<file path="src/rtl/boot_pkg.sv">
// Shared state encoding and image-format constants for the boot loader.
package boot_pkg;
   typedef enum logic [2:0] {HOLD, LEN0, LEN1, DATA, WRITE, RUN, ERROR} boot_state_t;
   localparam int LEN_BYTES  = 2;
   localparam int WORD_BYTES = 4;
endpackage

</file>
<file path="src/rtl/boot_loader_word_packer.sv">
// Assembles little-endian bytes into an instruction word; updates on the load edge.
// Never stalls: accepts a byte on every load, o_last_byte flags the fourth byte.
module word_packer
   import boot_pkg::*;
(
   input  logic                    i_clk,
   input  logic                    i_rst,
   input  logic                    i_load,
   input  logic                    i_clear,
   input  logic [7:0]              i_byte,
   output logic [WORD_BYTES*8-1:0] o_word,
   output logic                    o_last_byte
);
   logic [1:0]              r_idx;
   logic [WORD_BYTES*8-1:0] r_word;

   always_ff @(posedge i_clk or posedge i_rst) begin
      if (i_rst) begin
         r_idx  <= '0;
         r_word <= '0;
      end else if (i_clear) begin
         r_idx <= '0;
      end else if (i_load) begin
         r_word[{r_idx, 3'b000} +: 8] <= i_byte;
         r_idx                        <= r_idx + 2'd1;
      end
   end

   assign o_word      = r_word;
   assign o_last_byte = (r_idx == 2'(WORD_BYTES - 1));
endmodule

</file>
<file path="src/rtl/boot_loader.sv">
// Holds the core in reset while a length-prefixed image is streamed into IMEM, then releases it.
// One IMEM write cycle per 4 accepted bytes (peak 1 word / 5 cycles); rx_ready only in LEN0/LEN1/DATA.
module boot_loader
   import boot_pkg::*;
#(
   parameter  int data_size    = 1024,
   parameter  int address_size = 32,
   localparam int AW           = $clog2(data_size)
)(
   input  logic                    CLK,
   input  logic                    RESET,
   input  logic                    load_req,
   input  logic [7:0]              rx_data,
   input  logic                    rx_valid,
   output logic                    rx_ready,
   output logic                    imem_we,
   output logic [AW-1:0]           imem_waddr,
   output logic [address_size-1:0] imem_wdata,
   output logic                    core_rst_n,
   output logic                    busy,
   output logic                    err
);
   boot_state_t             r_state, w_next;
   logic [8*LEN_BYTES-1:0]  r_len;
   logic [AW:0]             r_cnt;
   logic [AW-1:0]           r_waddr;
   logic [address_size-1:0] r_wdata;
   logic                    r_core_rst_n;
   logic                    w_start, w_accept, w_last_byte, w_last_word;
   logic [8*LEN_BYTES-1:0]  w_len_n;
   logic [WORD_BYTES*8-1:0] w_word;

   assign w_start     = load_req && (r_state == HOLD || r_state == RUN || r_state == ERROR);
   assign w_accept    = rx_valid && rx_ready;
   assign w_len_n     = {rx_data, r_len[7:0]};
   // Counter is one bit wider than the address so a full-depth image ends cleanly.
   assign w_last_word = (32'(r_cnt) == 32'(r_len) - 32'd1);

   word_packer u_packer (
      .i_clk       (CLK),
      .i_rst       (RESET),
      .i_load      (w_accept && r_state == DATA),
      .i_clear     (w_start),
      .i_byte      (rx_data),
      .o_word      (w_word),
      .o_last_byte (w_last_byte)
   );

   always_ff @(posedge CLK or posedge RESET) begin
      if (RESET) r_state <= HOLD;
      else       r_state <= w_next;
   end

   always_comb begin
      w_next = r_state;
      case (r_state)
         HOLD, RUN, ERROR: if (load_req) w_next = LEN0;
         LEN0:  if (w_accept) w_next = LEN1;
         LEN1: begin
            if (w_accept) begin
               if (w_len_n == '0)                          w_next = RUN;
               else if (32'(w_len_n) > 32'(data_size))     w_next = ERROR;
               else                                        w_next = DATA;
            end
         end
         DATA:  if (w_accept && w_last_byte) w_next = WRITE;
         WRITE: w_next = w_last_word ? RUN : DATA;
         default: w_next = HOLD;
      endcase
   end

   always_comb begin
      rx_ready = 1'b0;
      imem_we  = 1'b0;
      busy     = 1'b0;
      err      = 1'b0;
      case (r_state)
         LEN0, LEN1, DATA: begin
            rx_ready = 1'b1;
            busy     = 1'b1;
         end
         WRITE: begin
            imem_we = 1'b1;
            busy    = 1'b1;
         end
         ERROR:   err = 1'b1;
         default: ;
      endcase
   end

   always_ff @(posedge CLK or posedge RESET) begin
      if (RESET) begin
         r_len        <= '0;
         r_cnt        <= '0;
         r_waddr      <= '0;
         r_wdata      <= '0;
         r_core_rst_n <= 1'b0;
      end else begin
         // Registered from next state so it tracks (state == RUN) without extra delay.
         r_core_rst_n <= (w_next == RUN);
         if (w_start) r_cnt <= '0;
         if (w_accept && r_state == LEN0) r_len[7:0]  <= rx_data;
         if (w_accept && r_state == LEN1) r_len[15:8] <= rx_data;
         if (w_accept && r_state == DATA && w_last_byte) r_waddr <= r_cnt[AW-1:0];
         if (r_state == WRITE) begin
            r_wdata <= address_size'(w_word);
            if (!w_last_word) r_cnt <= r_cnt + 1'b1;
         end
      end
   end

   // The packer holds the complete word only during WRITE; afterwards the captured copy holds.
   assign imem_wdata = (r_state == WRITE) ? address_size'(w_word) : r_wdata;
   assign imem_waddr = r_waddr;
   assign core_rst_n = r_core_rst_n;
endmodule

</file>
<file path="config.mk">
export PLATFORM = sky130hd
export DESIGN_NAME = boot_loader
export DESIGN_NICKNAME = d
export VERILOG_FILES = /design/src/rtl/boot_pkg.sv /design/src/rtl/boot_loader_word_packer.sv /design/src/rtl/boot_loader.sv
export SDC_FILE = /design/constraint.sdc
export NUM_CORES = 1
export LEC_CHECK = 0
export ABC_AREA = 1
export ABC_CLOCK_PERIOD_IN_PS = 3750
export CORE_UTILIZATION = 45
export DETAILED_ROUTE_END_ITERATION = 10
export GPL_TIMING_DRIVEN = 0
export PLACE_DENSITY = 0.72
export SYNTH_ARGS = -nofsm -noshare
export SYNTH_HDL_FRONTEND = slang
export SYNTH_SLANG_ARGS = --single-unit
</file>
<file path="constraint.sdc">
create_clock -name CLK -period 3.75 [get_ports CLK]
set_input_delay 0.5625 -clock CLK [delete_from_list [all_inputs] [get_ports CLK]]
set_output_delay 0.5625 -clock CLK [all_outputs]
set_load 0.03 [all_outputs]
</file>
# Yosys cells after proc, flatten, opt, wreduce, memory -nomap -nowiden

Cells that the tools add are included.

Add/sub/neg operators: 4
Magnitude comparators: 1
Equality and inequality tests: 9
Shift-type cells: 2
Muxes and demuxes: 19
Bitwise operators: 1
Reduce and logical (&&, ||, !) cells: 16

Operators with widths:

| kind                     | count |
|---|---|
| $mux W11                 | 3 |
| $bwmux W32               | 1 |
| $eq A11 B32 Y1           | 1 |
| $mux W32                 | 1 |
| $shift A8 B7 Y32 const A | 1 |
| $shiftx A8 B7 Y32        | 1 |
| $mux W3                  | 7 |
| $sub A16 B1 Y17 const B  | 1 |
| $gt A16 B11 Y1 const B   | 1 |
| $logic_not A16 Y1        | 1 |
| $pmux W3 S5              | 1 |
| $eq A3 B3 Y1 const B     | 4 |
| $add A11 B1 Y11 const B  | 1 |
| $logic_and A1 B1 Y1      | 7 |
| $neg A5 Y7               | 1 |
| $eq A3 B2 Y1 const B     | 2 |
| $reduce_or A3 Y1         | 2 |
| $mux W1                  | 4 |
| $mux W2                  | 2 |
| $reduce_or A4 Y1         | 1 |
| $eq A3 B1 Y1 const B     | 1 |
| $logic_not A3 Y1         | 1 |
| $add A2 B1 Y2 const B    | 1 |
| $eq A2 B2 Y1 const B     | 1 |
| other kinds (4)          | 5 |

Flip-flop bits (word level): 107
Bits of input ports: 12
Output and inout bits: 47
Logic and storage cells: 61

# Depth between registers and ports, before layout

Depth after elaboration: 8
Mapped depth: 16

# Hierarchy

Synthesis repeated with hierarchy kept, for this count alone.

Cell total of the unflattened synthesis: 674
Area total of the unflattened synthesis: 5,465.2 um2

By module, submodules not included:

| module      | times used | cells an instance | area each (um2) | seq. area each (um2) |
|---|---|---|---|---|
| boot_loader | 1          | 487               | 3,793.6         | 1,826.8 |
| word_packer | 1          | 187               | 1,671.6         | 850.8 |

# Worst setup path after synthesis

OpenSTA, ideal clock, no wires.

Path type: register -> output
From: register r_state[1]
To: output port imem_wdata[0]
Arrival time: 1,794 ps
Required time: 3,188 ps
Slack: 1,393 ps
Cell stages (with the launch flop): 7
Buffers on the path: 1
Cells stage by stage: dfrtp_1 -> nor2_1 -> inv_1 -> nor2_1 -> clkinv_1 -> clkbuf_1 -> o21ai_0

Word-level cells in the longest chain between the ends: 2

Ends and longest elaborated chain:

| item                   | line               | source |
|---|---|---|
| from (decl)            | boot_loader.sv:23  | `boot_state_t r_state, w_next;` |
| from (signal assigned) | boot_loader.sv:51  | `else r_state <= w_next;` |
| $eq A3 B3 Y1           | boot_loader.sv:113 | `assign imem_wdata = (r_state == WRITE) ? address_size'(w_word) : r_wdata;` |
| $mux W32               | boot_loader.sv:113 |  |
| to (decl)              | boot_loader.sv:18  | `output logic [address_size-1:0] imem_wdata,` |

Every way passes these cells.

# Final worst setup path

From: register r_state[2]
To: output port imem_wdata[9]

The elaborated chain is that of the path after synthesis.

==> results.md <==
- Worst-path clk slew: 0.07 ns
- # setup viols final: 0
- Overall power: 5060 uW
- WL per Instance: 14.2 um
- Initial Util: 46.1%
- Clk sinks: 107
- H-tree depth: 3
- Post-DRT Antenna Nets: 0
- Slew margin rel.: roughly two fifths
- Sequential-to-total area share from yosys stat: 51.1%
- Area of the multi-input gates: around 0.0021 mm2
- Drt first pass iters: 8
- RSZ-0062 raised after global routing: no
- Wirelength, routed: 12.5 mm
- Min-Delay Path Class: flop to flop
- Synth warn: 0
- Peak Freq: slightly below 0.3 GHz
- CP Capture Type: primary output
- P&R area growth vs syn: 20.8%
- Gr usage total: ~22%
- Core box area: 0.0114 mm2
- Crit Path Category: flop to primary output
- Layout fillers: 1042
- I/O Buffers: 58
- Largest net degree at the start of global routing: 75
- Post-cts resize count: 0
- WP data required: 3.19 ns
- Synth Instances: roughly 670
- Switching power: 2200 uW
- GP Congestion: 0.893
- Tmin final: 3.40 ns
- Worst Hold Slack: 0.474 ns
- Failing checks: design-rule violations
- Fin area: approximately 0.0063 mm2
- PD cells: about 800 mW/mm2
- FF-to-FF setup slack: 1.20 ns
- Post-CTS setup buffer count: 0
- DR vias/cell: approximately 5.2
- Row count: 39
- CP max FO: 10
- Hpwl dp: 9.29 mm
- Netlist Area Pre-Place: 0.00524 mm2
- First-pass GRT wire length: ~20 mm
- Vias: 4623
- Syn_nets: slightly below 700
- Layout cell share with drive strength beyond 1: 5.27%
- Critical Path Source Type: flop
- Pre-CTS setup slack: 0.773 ns
- Diodes inserted: 0
- Tcrit/Tclk final: around nine tenths
- CP Data Arrival Time: 2.84 ns
- Initial antenna violation count: 0
- Sw frac: 43.4%
- Seq cells post-synth: 107
- CTS tree: done
- Clock latency at the later pin of the worst-skew pair: 0.36 ns
- DRT iter0 DRCs: 327
- Final Hold Viols: 0
- Flip-flop and latch area: 0.00268 mm2
- Final nets: roughly 750
- Die Wd: 110 um
- Maximum clock insertion buffer count: 2
- Fin. max-slew vios: 0
- Die height: 110 um
- Status: complete, but fails checks
- Peak VDD IR: 509 uV
- Worst Tran Pin Value: 0.869 ns
- Sequential power share: 35.0%
- Cts-stage hold buffer count: 0
- Grt ovf: 0
- Syn Area/Cell: 7.88 um2
- CTS Buf Count: 9
- Drt drc: 2
- Vias in the first global route: 4368
- # IOs: 59
- Placed standard-cell area: ~0.0060 mm2
- Max_cap viols: 0
- Fin worst setup slack: 0.352 ns
- Die area: 0.0121 mm2
- P_leak: between 0.003 and 0.004 uW
- Netlist cell types: 29
- Clock Tree Root: clkbuf_16
- Internal power: 2860 uW
- Clock power frac: 18.8%
- Comb pwr share: 46.2%
- Setup Skew: 0.00570 ns
-- cell type report --
type	instances	area share, %
sequential	107	42.3
multi-input combinational	443	33.4
timing repair buffer	59	9.61
inverter	94	5.62
clock buffer	9	3.56
tap	143	2.83
buffer	21	1.44
clock inverter	7	1.19
-- state kept, by name, indices dropped and copies added, names as in the netlist --
| name | flops |
|---|---|
| r_wdata | 32 |
| u_packer.r_idx | 2 |
| core_rst_n | 1 |
| r_len | 16 |
| r_state | 3 |
| r_cnt | 11 |
| imem_waddr | 10 |
| u_packer.o_word | 32 |
-- metal layers --
metal / vias to the layer above / track usage [%] / routed length (um) / share of wire, %
li1: 2263 / - / - / -
met1: 2196 / 28.4 / 5550 / 44
met2: 139 / 37.3 / 6110 / 49
met3: 25 / 4.39 / 555 / 4.4
met4: 0 / 9.33 / 316 / 2.5
met5: - / 0 / 0 / 0
-- cell usage in the layout, fill, tap and decap left out, types with 9 or more instances in the layout --
| cell | Yosys | routed |
|---|---|---|
| clkbuf_1 | 15 | 15 |
| clkbuf_16 | 0 | 9 |
| clkdlybuf4s50_1 | 0 | 58 |
| dfrtp_1 | 107 | 107 |
| inv_1 | 88 | 87 |
| nand2_1 | 179 | 179 |
| nand3_1 | 65 | 65 |
| nand4_1 | 15 | 15 |
| nor2_1 | 40 | 40 |
| nor3_1 | 12 | 12 |
| o21ai_0 | 87 | 87 |
-- path summary, 6_finish.rpt --
check,from,to,depth (start not counted)
max,r_state[2],imem_wdata[9],6
max reg2reg,u_packer.r_idx[0],u_packer.o_word[18],7
min reg2reg,r_wdata[10],r_wdata[10],2
max in group asynchronous,RESET,r_wdata[13],3
min in group asynchronous,RESET,r_cnt[0],2
min,r_wdata[10],r_wdata[10],2
-- cell families (layout without fill, tap and decap cells) --
kind of cell    Yosys count  after routing  synth area share, %
flops                   107            107                 51.1
compound gates           95             95                 9.17
fa+ha+maj                 7              7                 1.67
buf+inv                 115            190                 8.48
simple gates            330            330                 27.7
xor+xnor                 11             11                 1.84
-- Yosys cell counts --
library cell  instances  area [um2]
nor2_2                7        43.8
nand3_1              65         325
nand4_1              15        93.8
a31oi_1               1        6.26
nor2_4                2        22.5
or2_2                 1        6.26
o21ai_0              87         435
xor2_1                7        61.3
inv_2                 2        7.51
clkinv_1              4        15.0
nor2_1               40         150
nor4_1                1        6.26
o21bai_1              1        7.51
nor3_1               12        60.1
buf_6                 1        11.3
inv_1                88         330
nand2_4               1        11.3
xnor2_1               4        35.0
o22ai_1               1        6.26
a21oi_1               5        25.0
nand3_4               1        17.5
dfrtp_1             107        2680
buf_1                 1        3.75
ha_1                  7        87.6
buf_2                 4        20.0
nand2_1             179         672
nand2_2               2        12.5
clkbuf_1             15        56.3
nand3b_1              4        30.0
-- power by group through the flow --
| stage | clock [uW] | combinational [uW] | sequential [uW] |
|---|---|---|---|
| final | 952 | 2330 | 1770 |
| after global routing | 1000 | 2600 | 1810 |
| after CTS | 966 | 2340 | 1760 |
| after detailed placement | 0 | 2320 | 1780 |
| after global placement | 0 | 2260 | 1770 |
| after floorplan | 0 | 1590 | 1730 |
-- through the flow --
| stage | instances | utilization (%) | TNS, ns |
|---|---|---|---|
| floorplan | 665 | - | 0 |
| global placement | 866 | 52.7 | -124.38 |
| detailed placement | 867 | 53.0 | 0 |
| CTS | 883 | 55.7 | 0 |
| global route | 883 | 55.7 | 0 |
| finish | 883 | 55.7 | 0 |
-- worst max-delay path, stage by stage, from the launching register on --
cell,delay (ns)
dfrtp_1,0.39
clkinv_1,0.24
nor2_1,0.20
clkinv_1,0.24
clkbuf_1,0.28
o21ai_0,0.37
clkdlybuf4s50_1,0.74
(Power assumes the default switching activity.)
==> variant 1 (same settings) <==
Change the package constant `WORD_BYTES` from 4 to 5.
--- a/src/rtl/boot_pkg.sv
+++ b/src/rtl/boot_pkg.sv
@@ -3,5 +3,5 @@
    typedef enum logic [2:0] {HOLD, LEN0, LEN1, DATA, WRITE, RUN, ERROR} boot_state_t;
    localparam int LEN_BYTES  = 2;
-   localparam int WORD_BYTES = 4;
+   localparam int WORD_BYTES = 5;
 endpackage
 
Formal check against the unedited RTL: not equivalent (a bounded check fails within 10 cycles, from zero or initial values and one cycle with RESET high).
==> variant 1 against the original RTL <==
- wire length shrank 4.9%
- critical endpoint is now imem_wdata[30]
- critical path type unchanged
- area after synthesis shrank 1.9%
- total power grew 1.7%
- final area shrank 1.6%
- sequential share of layout area grew 0.68 points
- register-to-register slack lost 0.17 ns
- count of clock-buffer cells in the layout grew 2
- sequential cell count is the same
- worst setup slack lost 0.051 ns
==> variant 1: results (changes against the original RTL) <==
status: "finished clean"
ys_types: 30  # +3.4%
ff2ff_setup_slack_ns: 1.03  # -0.17 ns
antenna_cells: 0  # unchanged
reg2regPathDepth: 8  # +1
drt_iter0_drc: 275  # -16%
r2r_end: "u_packer.o_word[0]"
dp_cells: 833  # -3.9%
route.vias.total: 4381  # -5.2%
cts_made_buffers: 9  # unchanged
hp-start: "r_wdata[11]"
dr.pass1.iters: 5  # -3
drive_above_1_share_pct: 5.08  # -0.19 points
cp-endpoint: "imem_wdata[30]"
final_cells: 848  # -4.0%
grt_pass1_wl_mm: 20.0  # -2.4%
portBuffers: 58  # unchanged
synth_fp_nets: 653  # -4.5%
max_slew_margin_pct: 39.2  # -2.4 points
hold_path_class: "flip-flop to flip-flop"
first_global_vias: 4348  # -0.46%
place_ws_ns: 0.490  # -0.283 ns
clkTransAtPathRegs_ns: 0.07  # about the same
synth_commonest_cells: "nand2_1, dfrtp_1, o21ai_0"
synth_area_leaders: "dfrtp_1, nand2_1, o21ai_0, inv_1, nand3_1"
fin_skew_ns: 0.00855  # +0.00285 ns
routabilityCongestion: 0.887  # -0.62%
hpwl_mm: 8.91  # -4.0%
grtUsageTotal_pct: 21.9  # -0.52 points
final_nets: 723  # -4.1%
fillers: 996  # -4.4%
synth.avg_cell_area_um2: 8.10  # +2.9%
p_leak_nw: 2.94  # -4.6%
finalWirelength_mm: 11.9  # -4.9%
overflow: 0  # unchanged
yosysWarnings: 0  # unchanged
fin_ws_ns: 0.301  # -0.0512 ns
grt_max_degree: 77  # +2.7%
## variant 1: changes by cell type in the layout (fill, tap and decap cells not counted), sizes merged, moves of 3 or more
cell / unedited run / this run
nand3b: 4 / 1
clkinv: 5 / 2
nor2: 49 / 56
xor2: 7 / 11
nand2: 182 / 175
inv: 92 / 80
nand4: 15 / 11
nand3: 66 / 49
## variant 1: repair_timing
action	CTS	global route
endpoints found under the setup margin	0	4
gates resized for setup	0	1
hold buffers	0	0
## variant 1: logic make-up after synthesis
family,Yosys count,share of synthesized area (%)
compound gates,98,9.79
xor+xnor,15,2.56
fa+ha+maj,7,1.71
buf+inv,99,7.53
flops,107,52.1
mux,1,0.219
simple gates,307,26.1
## variant 1: area by class of cell
| class | instances | area share, % |
|---|---|---|
| Multi-Input combinational cell | 428 | 33.4 |
| Inverter | 80 | 4.86 |
| Tap cell | 140 | 2.81 |
| Sequential cell | 107 | 43.0 |
| Timing Repair Buffer | 59 | 9.76 |
| Buffer | 19 | 1.39 |
| Clock buffer | 11 | 3.90 |
| Clock inverter | 4 | 0.924 |
## variant 1: worst min path at each step
stage / end / slack, ns / depth (start not counted)
after global placement: r_wdata[11] / 0.45 / 2
after CTS: r_wdata[11] / 0.47 / 2
after detailed placement: r_wdata[11] / 0.46 / 2
after global routing: r_wdata[11] / 0.49 / 2
after floorplan: r_len[15] / 0.45 / 2
final: r_wdata[11] / 0.47 / 2
## variant 1: report_power, final
part           internal (mW)  switching, mW  total (mW)  leakage, nW
logic                  0.835           1.59        2.43         1.45
registers               1.54          0.212        1.75         1.34
clock network          0.540          0.424       0.964        0.144
total                   2.91           2.23        5.14         2.94
## variant 1: layer usage
metal,global-route usage [%],part of all wire [%],vias to the layer above
li1,-,-,2163
met1,27.4,44,2093
met2,36.0,50,98
met3,5.44,3.8,27
met4,9.17,2.3,0
met5,0,0,-
## variant 1: critical path: stages (launching register included)
cell and delay, ns:
dfrtp_1 0.42, inv_1 0.14, nor2_4 0.32, inv_1 0.19, buf_2 0.24, buf_2 0.22
o21ai_0 0.26, clkdlybuf4s50_1 0.74
## variant 1: metrics by stage
step / utilization (%) / setup TNS, ns / area, µm²
2_1_floorplan: - / 0 / 5140
3_3_place_gp: 53.6 / -122.06 / 5890
3_5_place_dp: 53.9 / 0 / 5920
4_1_cts: 56.7 / 0 / 6220
5_1_grt: 56.7 / 0 / 6230
6_report: 56.7 / 0 / 6230
==> variant 2 (same settings) <==
Without the edit above. Register the output `err`, with the module's reset; this adds one clock of latency there. The other outputs are not delayed to match.
--- a/src/rtl/boot_loader.sv
+++ b/src/rtl/boot_loader.sv
@@ -21,4 +21,6 @@
    output logic                    err
 );
+
+   logic err_d;
    boot_state_t             r_state, w_next;
    logic [8*LEN_BYTES-1:0]  r_len;
@@ -74,5 +76,5 @@
       imem_we  = 1'b0;
       busy     = 1'b0;
-      err      = 1'b0;
+      err_d    = 1'b0;
       case (r_state)
          LEN0, LEN1, DATA: begin
@@ -84,5 +86,5 @@
             busy    = 1'b1;
          end
-         ERROR:   err = 1'b1;
+         ERROR:   err_d = 1'b1;
          default: ;
       endcase
@@ -114,4 +116,12 @@
    assign imem_waddr = r_waddr;
    assign core_rst_n = r_core_rst_n;
+   always_ff @(posedge CLK or posedge RESET) begin
+      if (RESET) begin
+         err <= '0;
+      end else begin
+         err <= err_d;
+      end
+   end
+
 endmodule
 
Function: changed (Yosys sat finds a counterexample within 4 cycles, from zero or initial values and one cycle with RESET high).
==> variant 2 against the original RTL <==
- worst setup slack worse by 0.039 ns
- sequential cell count up 1
- critical path depth up 2
- non-clock buffer count down 3
- total power down 0.57%
- final cell count down 2.2%
- wire length down 1.2%
- synthesized cell count down 2.4%
- register-to-register slack better by 0.21 ns
- area after synthesis down 0.38%
- final area up 0.49%
- clock power up 16%
- via count down 3.3%
- critical path type unchanged
- highest routed layer unchanged
==> variant 2: results (changes against the original RTL) <==
status: "finished clean"
rr_startpoint: "u_packer.r_idx[0]"
ys_types: 28  # -3.4%
antenna_found_initial: 0  # unchanged
grt_max_degree: 60  # -20%
synth_fa_ha_area_share_pct: 1.68  # +0.0064 points
fin_ws_ns: 0.313  # -0.0392 ns
finalWirelength_mm: 12.4  # -1.2%
async_flop_share_pct: 100  # unchanged
drt_iter0_drc: 310  # -5.2%
place_ws_ns: 0.718  # -0.0544 ns
post-cts-setup-buffer-count: 0  # unchanged
first_global_vias: 4545  # +4.1%
max_stage_delay_ns: 0.67  # -0.07 ns
worst_hold_slack_ns: 0.483  # +0.00862 ns
cp-endpoint: "imem_wdata[10]"
wl_met3_um: 482  # -13%
crit_start: "r_state[1]"
antenna_cells: 0  # unchanged
highest_layer: "met4"
wl_per_cell_um: 14.3  # +1.0%
hpwl_mm: 9.15  # -1.4%
max_slew_margin_pct: 40.7  # -0.98 points
wl_met1_mm: 5.42  # -2.2%
ff2ff_setup_slack_ns: 1.41  # +0.21 ns
portBuffers: 58  # unchanged
grt_pass1_wl_mm: 20.9  # +2.2%
irDropWorstVdd_uv: 534  # +4.9%
grtUsageTotal_pct: 22.9  # +0.52 points
use_met1_pct: 28.4  # about the same
vias_per_cell: 5.17  # -1.2%
crit_arrival_ns: 2.87  # +0.03 ns
routabilityCongestion: 0.904  # +1.3%
r2r_end: "u_packer.o_word[21]"
synth.avg_cell_area_um2: 8.04  # +2.1%
p_leak_nw: 3.11  # +1.0%
synth_compound_area_share_pct: 9.14  # -0.037 points
placed_area_mm2: 0.00600  # -0.39%
ys_seq_area_share_pct: 51.8  # +0.68 points
wl_met2_mm: 6.27  # +2.7%
clock-root-buffer: "clkbuf_16"
drive_above_1_share_pct: 6.22  # +0.95 points
final_nets: 738  # -2.1%
design.core.area_mm2: 0.0111  # -2.6%
use_met3_pct: 4.92  # +0.53 points
dr.pass1.iters: 4  # -4
fin_skew_ns: 0.00919  # +0.00349 ns
cts_made_buffers: 9  # unchanged
grt_use_met2_pct: 39.4  # +2.1 points
dp_cells: 848  # -2.2%
synth_area_leaders: "dfrtp_1, nand2_1, o21ai_0, inv_1, nand3_1"
synth-xor-area-share_pct: 2.69  # +0.85 points
synth_commonest_cells: "nand2_1, dfrtp_1, o21ai_0"
clkTransAtPathRegs_ns: 0.07  # about the same
synth_fp_nets: 668  # -2.3%
reg2regPathDepth: 6  # -1
variant 2: cell types whose count changed after synthesis, moves of 2 or more:
| cell | delta |
|---|---|
| nor2_1 | +3 |
| o21ai_0 | +2 |
| xor2_1 | +5 |
| clkbuf_1 | -4 |
| nand2_1 | -10 |
| nand3_1 | -2 |
| a21oi_1 | -3 |
| clkinv_1 | -3 |
| nand2_2 | +3 |
| nand4_1 | -6 |
| nor3_1 | -3 |
variant 2: layout make-up:
| type | instances | area (µm²) |
|---|---|---|
| multi-input cells | 432 | 2090 |
| repair buffers | 59 | 608 |
| plain buffers | 18 | 81.3 |
| fillers | 1015 | 4720 |
| inverters | 91 | 344 |
| clock buffers | 9 | 225 |
| clock inverters | 7 | 130 |
| well taps | 140 | 175 |
| flip-flops and latches | 108 | 2700 |
variant 2: kinds of logic (layout without fill, tap and decap cells):
group / Yosys count / in the layout
AO/OA/AOI/OAI: 94 / 94
XOR/XNOR: 16 / 16
adder cells (fa/ha/maj): 7 / 7
buffers and inverters: 109 / 184
flip-flops: 108 / 108
AND/OR/NAND/NOR: 315 / 315
variant 2: how the worst min path moves through the flow:
stage / startpoint / to / cells after the start
finish: r_wdata[15] / r_wdata[15] / 2
global route: r_wdata[15] / r_wdata[15] / 2
CTS: r_wdata[13] / r_wdata[13] / 2
detailed placement: r_wdata[13] / r_wdata[13] / 2
global placement: r_wdata[8] / r_wdata[8] / 2
floorplan: u_packer.o_word[10] / u_packer.o_word[10] / 2
variant 2: power by group:
part           internal, mW  leakage (nW)  total (mW)  switching, mW
registers              1.52          1.38        1.75          0.234
logic                 0.755          1.56        2.17           1.42
clock network         0.665         0.174        1.10          0.436
total                  2.94          3.11        5.03           2.09
